### src/rtl/tx_port_gearbox.sv
// Per-port egress adapter: buffers 512-bit cells and serialises them into OUT_W-bit MAC beats.
// Define TX_GEARBOX_SAF_EN for store-and-forward release; the default build is cut-through.

module tx_port_gearbox #(
    parameter int unsigned DEPTH = 8,
    parameter int unsigned OUT_W = 64
) (
    input  logic               clk,
    input  logic               rst_n,
    input  logic               in_valid,
    input  logic               in_sof,
    input  logic               in_eof,
    input  logic [6:0]         in_eop_len,
    input  logic [511:0]       in_data,
    output logic               in_ready,
    output logic               m_valid,
    output logic [OUT_W-1:0]   m_data,
    output logic [OUT_W/8-1:0] m_keep,
    output logic               m_sof,
    output logic               m_eof,
    input  logic               m_ready,
    output logic [31:0]        pkt_cnt,
    output logic [15:0]        err_cnt
);

    localparam int unsigned BEATS = 512 / OUT_W;
    localparam int unsigned BYTES = OUT_W / 8;
    localparam int unsigned AW    = $clog2(DEPTH);
    localparam int unsigned BIW   = $clog2(BEATS);
    localparam int unsigned BSH   = $clog2(BYTES);
    localparam logic [AW:0] FULL_CNT = (AW+1)'(DEPTH);

    typedef enum logic [0:0] {StIdle, StStream} state_e;

    logic [511:0] r_mem_data [DEPTH];
    logic         r_mem_sof  [DEPTH];
    logic         r_mem_eof  [DEPTH];
    logic [6:0]   r_mem_len  [DEPTH];

    logic [AW:0]    r_wptr, r_rptr;
    logic           r_in_ready;
    logic           r_in_pkt;
    logic [BIW-1:0] r_beat_idx;
    state_e         r_state, w_state_nxt;
    logic [31:0]    r_pkt_cnt;
    logic [15:0]    r_err_cnt;

    logic [AW:0]    w_count, w_wptr_nxt, w_rptr_nxt;
    logic           w_empty;
    logic           w_in_fire, w_push, w_frame_err;
    logic [6:0]     w_len_norm;
    logic [511:0]   w_head_data;
    logic           w_head_sof, w_head_eof;
    logic [6:0]     w_head_len;
    logic [5:0]     w_len_m1;
    logic [BIW-1:0] w_last_idx;
    logic           w_last_beat;
    logic [BSH:0]   w_tail_bytes;
    logic [BYTES-1:0] w_tail_keep;
    logic [BEATS-1:0][OUT_W-1:0] w_beats;
    logic           w_release, w_ct_force, w_ct_err;
    logic           w_m_valid, w_out_fire, w_pop;
    logic [1:0]     w_err_inc;
    logic [16:0]    w_err_sum;

    // Input side: framing tracker decides whether an accepted cell is written.
    assign w_count     = r_wptr - r_rptr;
    assign w_empty     = (w_count == '0);
    assign w_in_fire   = in_valid && r_in_ready;
    assign w_frame_err = w_in_fire && (in_sof ? r_in_pkt : !r_in_pkt);
    assign w_push      = w_in_fire && (in_sof || r_in_pkt);
    assign w_len_norm  = (in_eop_len == 7'd0 || in_eop_len > 7'd64) ? 7'd64 : in_eop_len;

    always_ff @(posedge clk) begin
        if (w_push) begin
            r_mem_data[r_wptr[AW-1:0]] <= in_data;
            r_mem_sof[r_wptr[AW-1:0]]  <= in_sof;
            r_mem_eof[r_wptr[AW-1:0]]  <= in_eof;
            r_mem_len[r_wptr[AW-1:0]]  <= w_len_norm;
        end
    end

    // Head cell and beat selection
    assign w_head_data  = r_mem_data[r_rptr[AW-1:0]];
    assign w_head_sof   = r_mem_sof[r_rptr[AW-1:0]];
    assign w_head_eof   = r_mem_eof[r_rptr[AW-1:0]];
    assign w_head_len   = r_mem_len[r_rptr[AW-1:0]];
    assign w_len_m1     = 6'(w_head_len - 7'd1);
    assign w_last_idx   = w_len_m1[5:BSH];
    assign w_last_beat  = w_head_eof ? (r_beat_idx == w_last_idx) : (&r_beat_idx);
    assign w_tail_bytes = {1'b0, w_len_m1[BSH-1:0]} + (BSH+1)'(1);
    assign w_tail_keep  = ~({BYTES{1'b1}} >> w_tail_bytes);
    assign w_beats      = w_head_data;

`ifdef TX_GEARBOX_SAF_EN
    logic [AW:0] r_cpl_cnt;
    logic        r_out_mid;
    logic        w_full;

    assign w_full     = (w_count == FULL_CNT);
    // A full FIFO with no complete packet can never complete one: release it cut-through.
    assign w_ct_force = !w_empty && !r_out_mid && (r_cpl_cnt == '0) && w_full;
    assign w_release  = !w_empty && (r_out_mid || (r_cpl_cnt != '0) || w_full);

    always_ff @(posedge clk or negedge rst_n) begin
        if (!rst_n) begin
            r_cpl_cnt <= '0;
            r_out_mid <= 1'b0;
        end else begin
            r_cpl_cnt <= r_cpl_cnt + (AW+1)'(w_push && in_eof) - (AW+1)'(w_pop && w_head_eof);
            if (w_pop) r_out_mid <= !w_head_eof;
        end
    end
`else
    assign w_ct_force = 1'b0;
    assign w_release  = !w_empty;
`endif

    always_comb begin
        w_state_nxt = r_state;
        w_m_valid   = 1'b0;
        w_ct_err    = 1'b0;
        unique case (r_state)
            StIdle: begin
                if (w_release) begin
                    w_m_valid = 1'b1;
                    w_ct_err  = w_ct_force;
                    if (!(m_ready && w_last_beat)) w_state_nxt = StStream;
                end
            end
            StStream: begin
                w_m_valid = 1'b1;
                if (m_ready && w_last_beat) w_state_nxt = StIdle;
            end
            default: w_state_nxt = StIdle;
        endcase
    end

    assign w_out_fire = w_m_valid && m_ready;
    assign w_pop      = w_out_fire && w_last_beat;
    assign w_wptr_nxt = r_wptr + (AW+1)'(w_push);
    assign w_rptr_nxt = r_rptr + (AW+1)'(w_pop);
    assign w_err_inc  = {1'b0, w_frame_err} + {1'b0, w_ct_err};
    assign w_err_sum  = {1'b0, r_err_cnt} + {15'd0, w_err_inc};

    always_ff @(posedge clk or negedge rst_n) begin
        if (!rst_n) begin
            r_wptr     <= '0;
            r_rptr     <= '0;
            r_in_ready <= 1'b0;
            r_in_pkt   <= 1'b0;
            r_beat_idx <= '0;
            r_state    <= StIdle;
            r_pkt_cnt  <= '0;
            r_err_cnt  <= '0;
        end else begin
            r_wptr     <= w_wptr_nxt;
            r_rptr     <= w_rptr_nxt;
            r_in_ready <= ((w_wptr_nxt - w_rptr_nxt) != FULL_CNT);
            r_state    <= w_state_nxt;
            if (w_push) r_in_pkt <= !in_eof;
            if (w_pop) r_beat_idx <= '0;
            else if (w_out_fire) r_beat_idx <= r_beat_idx + BIW'(1);
            if (w_pop && w_head_eof) r_pkt_cnt <= r_pkt_cnt + 32'd1;
            r_err_cnt <= w_err_sum[16] ? 16'hFFFF : w_err_sum[15:0];
        end
    end

    // Outputs are zeroed whenever no beat is presented.
    assign in_ready = r_in_ready;
    assign m_valid  = w_m_valid;
    assign m_data   = w_m_valid ? w_beats[~r_beat_idx] : '0;
    assign m_keep   = !w_m_valid ? '0 : ((w_head_eof && w_last_beat) ? w_tail_keep : '1);
    assign m_sof    = w_m_valid && w_head_sof && (r_beat_idx == '0);
    assign m_eof    = w_m_valid && w_head_eof && w_last_beat;
    assign pkt_cnt  = r_pkt_cnt;
    assign err_cnt  = r_err_cnt;

endmodule

### config.mk
export PLATFORM = sky130hd
export DESIGN_NAME = tx_port_gearbox
export DESIGN_NICKNAME = d
export VERILOG_FILES = /design/src/rtl/tx_port_gearbox.sv
export SDC_FILE = /design/constraint.sdc
export NUM_CORES = 2
export LEC_CHECK = 0
export ABC_AREA = 1
export CELL_PAD_IN_SITES_DETAIL_PLACEMENT = 1
export CELL_PAD_IN_SITES_GLOBAL_PLACEMENT = 2
export CORE_ASPECT_RATIO = 0.8
export CORE_MARGIN = 2
export CORE_UTILIZATION = 39
export DETAILED_ROUTE_END_ITERATION = 10
export PLACE_DENSITY_LB_ADDON = 0.05
export SLEW_MARGIN = 5
export SYNTH_ARGS = -nofsm -noshare
export SYNTH_HDL_FRONTEND = slang
export SYNTH_MEMORY_MAX_BITS = 65536
export SYNTH_SLANG_ARGS = --single-unit
### constraint.sdc
create_clock -name clk -period 23.2 [get_ports clk]
set_clock_uncertainty 0.05 [all_clocks]
set_input_delay 4.64 -clock clk [delete_from_list [all_inputs] [get_ports clk]]
set_output_delay 4.64 -clock clk [all_outputs]
set_load 0.005 [all_outputs]
After elaboration in Yosys (flattened, before gate mapping):

Memory sizes are Yosys's and may differ from the RTL's.
Index checks and enable logic that the tools add are counted.

* memories kept: 4
* output and inout port bits: 124
* bits in writable memories: 4168
* bits in registers: 62
* bits in latches: 0
* input bits: 525
* ROM bits: 0
* logic and storage cells: 68

Memories
* r_mem_data: words 8, bits a word 512, read ports 1, clocked after memory_dff 0, wr ports 1, RTL line 35 `logic [511:0] r_mem_data [DEPTH];`
* r_mem_len: words 8, bits a word 7, read ports 1, clocked after memory_dff 0, wr ports 1, RTL line 38 `logic [6:0] r_mem_len [DEPTH];`
* r_mem_eof: words 8, bits a word 1, read ports 1, clocked after memory_dff 0, wr ports 1, RTL line 37 `logic r_mem_eof [DEPTH];`
* r_mem_sof: words 8, bits a word 1, read ports 1, clocked after memory_dff 0, wr ports 1, RTL line 36 `logic r_mem_sof [DEPTH];`

* muxes and demuxes: 18
* $add $sub $neg: 9
* eq/ne operators: 2
* $mul: 0
* reductions and logical operators: 21
* bitwise logic cells: 3
* div/mod/pow operators: 0
* magnitude comparators: 2
* shift operators: 1

Operator list (count)
* 64-bit binary-select mux with 3-bit select: 1
* 64-bit two-way mux: 2
* 32-bit by 1-bit adder with 32-bit output (second input constant): 1
* 16-bit by 1-bit adder with 17-bit output: 1
* 16-bit two-way mux: 1
* 8-bit two-way mux: 2
* 1-bit logical AND: 12
* 4-bit by 1-bit adder with 4-bit output: 2
* 8-bit inverter: 1
* 8-bit by 4-bit right shift with 8-bit output (first input constant): 1
* 4-bit subtractor: 2
* 7-bit greater-than comparator (second input constant): 1
* 7-bit zero test: 1
* 1-bit two-way mux: 7
* 7-bit two-way mux: 1
* 3-bit two-way mux: 2
* 6-bit by 1-bit subtractor with 6-bit output (second input constant): 1
* 3-bit by 1-bit adder with 4-bit output (second input constant): 1
* 4-bit zero test: 1
* 3-bit by 4-bit less-than comparator with 1-bit output (second input constant): 1
* 4-bit != test (second input constant): 1
* 1-bit case mux with 2 select lines: 2
* 3-bit by 1-bit adder with 3-bit output (second input constant): 1
* 3-bit equality test: 1
* other kinds (7): 9

Longest topological paths before layout:

* depth in word-level cells: 9
* mapped depth: 31
* depth with buffers taken out: 29

Worst setup path after synthesis:

No wires, ideal clock.

* path type: input to register
* start: input in_sof
* end: memory r_mem_data[0][0], enable pin
* setup time: 1.418 ns
* setup slack: -5.185 ns
* path buffers: 0
* stages on the path: 5
* required time: 21.732 ns
* data arrival time: 26.917 ns
* cells stage by stage: inv_1 -> ha_1 -> nor3_1 -> nand2_1 -> nor2_1

* longest elaborated chain between the ends: 4

RTL lines
* start, declared: RTL line 11 `input logic in_sof,`
* 1-bit logical OR: RTL line 71 `assign w_push = w_in_fire && (in_sof || r_in_pkt);`
* 1-bit logical AND: RTL line 71
* net w_push: RTL line 50 `logic w_in_fire, w_push, w_frame_err;`
* 1-bit two-way mux: RTL line 75 `if (w_push) begin`
* 1-bit two-way mux (implied by the code): RTL line 76 `r_mem_data[r_wptr[AW-1:0]] <= in_data;`
* end, declared: RTL line 35

The timed path passes the listed nets, and every way through them passes these cells.

Worst setup path after layout:

* start: register r_rptr[1]
* end: output m_data[13]

* longest elaborated chain between the ends: 5

RTL lines
* start, declared: RTL line 40 `logic [AW:0] r_wptr, r_rptr;`
* start signal, assigned: RTL line 158 `r_rptr <= w_rptr_nxt;`
* 4-bit subtractor: RTL line 67 `assign w_count = r_wptr - r_rptr;`
* 4-bit zero test: RTL line 68 `assign w_empty = (w_count == '0);`
* 1-bit two-way mux: RTL line 125 `if (w_release) begin`
* 1-bit case mux with 2 select lines: RTL line 123 `unique case (r_state)`
* 64-bit two-way mux *: RTL line 172 `assign m_data = w_m_valid ? w_beats[~r_beat_idx] : '0;`
* end, declared: RTL line 17 `output logic [OUT_W-1:0] m_data,`

Mark *: on every way between the ends. The rest lies on a longest branch, timed or not. The select of a mux whose other input is x is not followed.

==> impl_metrics.toml <==
[clock_network]
clk_latency_ps = 1010
h-tree-depth = 5
cts_buffers = 444
cts_tree = "yes"
cts_hold_buf = 0
cts_buffer_depth = 4
clockRootBuffer = "clkbuf_16"
postCtsResizedCells = 0
clock_sinks = 4222
cts.clk_slew.worst_paths_ps = 60
cts_setup_buffers = 0

[flow_run]
drv_cap = 0

[worst_setup_path]
cp_top_family = "buffers and inverters"
critical_path_arrival_ps = 8230
worstSetupPathType = "flip-flop to primary output"
ff2ff_path_depth = 26
end_kind = "primary output"
critPathSlowestCell = "nor2_1"
crit_top_cell = "buf_4"
worstReg2RegEnd = "in_ready"
r2r-start = "r_rptr[2]"
cp_max_fo = 104
start_kind = "flip-flop"
crit_chain = "buf_4 -> buf_12 -> buf_4 -> buf_4 -> buf_4 -> o21ai_0 -> o221ai_1 -> nand3_1 -> o311ai_1 -> buf_4 -> a21oi_1 -> nor2_1 -> clkdlybuf4s50_1"
r2r_slack_ps = 16120
cpPeakStageDelay_ps = 920
worstPathRequired_ps = 18510
crit_buf_inv = 7

[drt]
num_vias = 112000
top_layer = "met5"
wire_per_inst_um = 31.1
met1_length_mm = 288
ant_nets = 0
drt-pass1-iter-count = 5
viasPerCell = 5.68
drc = 0
wirelength_mm = 615
dr_wl_met2_mm = 270
drt_iter0_markers = 11100
dr_wl_met3_mm = 38.8

[synth]
ys_seq_elements = 4222
avgSynthCellArea_sq_um = 12.8
ys_async_sr_fraction_pct = 1.47
synth_edf_count = 4160
ys_types = 42
yosysWarnings = 0
synthCells = 13100
ys_seq_area_share_pct = 75.2
synth_fp_nets = 13700
synthFlopType = "edfxtp_1"
synthesis.area_sq_um = 168000

[sta]
tightest_slew_ps = 1410
layout_setup_ws_ps = 10280
fin_tns_setup_ps = 0
finalSetupViolations = 0
final_hold_viol_count = 0
period_share_pct = 55.7
timing.fmax_ghz = 0.0774
rsz0062_at_grt = "no"
fin_crit_ps = 12920
maxSlewViolCount = 0
relSlewSlack_pct = 4.47
whs_ps = 478

[global_route]
overflow = 0
grt_pass1_vias = 113000
grt_max_degree = 260
grt_pass1_wl_mm = 865
grt_use_total_pct = 27.5
antenna_found_initial = 239

[run_status]
status = "complete, no violations"

[finish]
fin_area_sq_um = 195000
finalNonFillerCells = 19700
post-route-util_pct = 45.4
fillCellCount = 43400
fin_nets = 14100
areaGrowthSynthToFinish_pct = 15.8
drive_gt1_share_pct = 6.66

[power]
p_leak_nw = 65.4
pwr_density_cell_nw_per_um2 = 135
power_frac_clock_pct = 26.7
p_sw_mw = 10.6
power_mw = 26.3
p_int_mw = 15.7
switching_share_pct = 40.2
pwr-share-comb_pct = 36.6
power_frac_seq_pct = 36.8
vdd_drop_max_mv = 0.122

[worst_hold_path]
min_path_cells = 1
hp-class = "flip-flop to flip-flop"
hold_path_end = "r_rptr[3]"
worstHoldStart = "r_rptr[3]"

[placement]
hpwlAfterDp_mm = 363
dpl.cell_count = 18900
gp_congestion = 0.811
dp_slack_ps = 11400
dpl-instance-area_sq_um = 181000
portBuffers = 648

[floorplan]
coreArea_sq_um = 429000
rows = 215
fp.dieW_um = 738
die_h_um = 591
ios = 649
die-area_sq_um = 436000
initial_utilization_pct = 39.2
-- registers in the layout, summed over array words and instances (netlist names), 3 cells and up --
register and cells:
r_mem_sof 8, r_mem_data 4096, r_rptr 4, pkt_cnt 32, r_mem_eof 8, r_beat_idx 3
r_mem_len 48, err_cnt 16, r_wptr 4
-- routing by layer --
layer	global-route usage, %	vias to the layer above
met5	0	-
met1	41.3	58600
met4	7.57	110
li1	-	49100
met2	41.1	3436
met3	4.74	964
-- power by group through the flow --
stage	logic, mW	clock network (mW)	registers (mW)
6_report	9.61	7.00	9.66
5_1_grt	10.3	7.40	9.72
4_1_cts	9.64	7.13	9.66
3_5_place_dp	9.61	0	9.81
3_3_place_gp	9.46	0	9.78
2_1_floorplan	4.92	0	10.5
-- cell families (layout without fill, tap and decap cells) --
family	Yosys count	count (layout)	synth area share, %
AO/OA/AOI/OAI	2027	2027	7.29
flip-flops	4222	4222	75.2
XOR/XNOR	42	42	0.219
other	0	55	0
adder cells (fa/ha/maj)	21	21	0.156
buffers and inverters	1027	1823	2.71
AND/OR/NAND/NOR	5795	5795	14.4
-- worst reg2reg max path: cells and delay by family, from the launching register on --
kind	cells	cell delay, ps
buf+inv	5	2820
simple gates	15	1920
flops	1	820
fa+ha+maj	2	510
xor+xnor	2	470
compound gates	2	330
-- placed cells by master (no fill, tap or decap), types with 11 or more instances in the layout --
master and count:
edfxtp_1 4160, nand2_1 2862, nand3_1 1843, nor2_1 1028
o21ai_0 977, clkdlybuf4s50_1 647, clkbuf_16 456, a21oi_1 454
o221ai_1 322, buf_4 216, clkinv_1 123, inv_1 98
clkbuf_1 93, clkinv_2 83, o211ai_1 65, a22o_1 64
o311ai_0 63, dfrtp_1 56, diode_2 55, buf_12 44
o311ai_2 38, bufinv_16 37, xor2_1 29, o311ai_1 27
nor3_1 21, ha_1 21, xnor2_1 13, nand4_1 11
-- worst max path at each step --
stage | cells past startpoint | slack, ps | startpoint | endpoint
finish | 13 | 10280 | r_rptr[1] | m_data[13]
global route | 13 | 10010 | r_rptr[1] | m_data[13]
CTS | 13 | 10280 | r_rptr[1] | m_data[13]
detailed placement | 13 | 11400 | r_rptr[1] | m_data[13]
global placement | 13 | 11430 | r_rptr[1] | m_data[13]
floorplan | 5 | -5190 | in_sof | r_mem_data[0][0]
-- cell usage after synthesis, types with 22 or more instances --
cell type	instances	share of area [%]
buf_2	409	1.2
buf_1	63	0.14
xor2_1	29	0.15
o211ai_1	65	0.29
o221ai_1	322	1.7
edfxtp_1	4160	74
dfrtp_1	62	0.92
a22o_1	64	0.33
inv_1	100	0.22
nor2_1	1036	2.3
o311ai_0	126	0.66
o21ai_0	983	2.9
buf_4	22	0.098
nand3_1	1843	5.5
a21oi_1	454	1.4
nand2_1	2862	6.4
clkbuf_1	415	0.93
-- cell type report --
type	instances	area, sq um	share of cell area, %
timing repair buffer	909	8990	4.62
inverter	105	444	0.228
multi-input combinational	7885	37400	19.2
sequential	4222	126000	65.0
clock buffer	549	11800	6.04
clock inverter	260	2180	1.12
tap	5750	7190	3.70
antenna	55	138	0.0707
(Power assumes the default switching activity.)
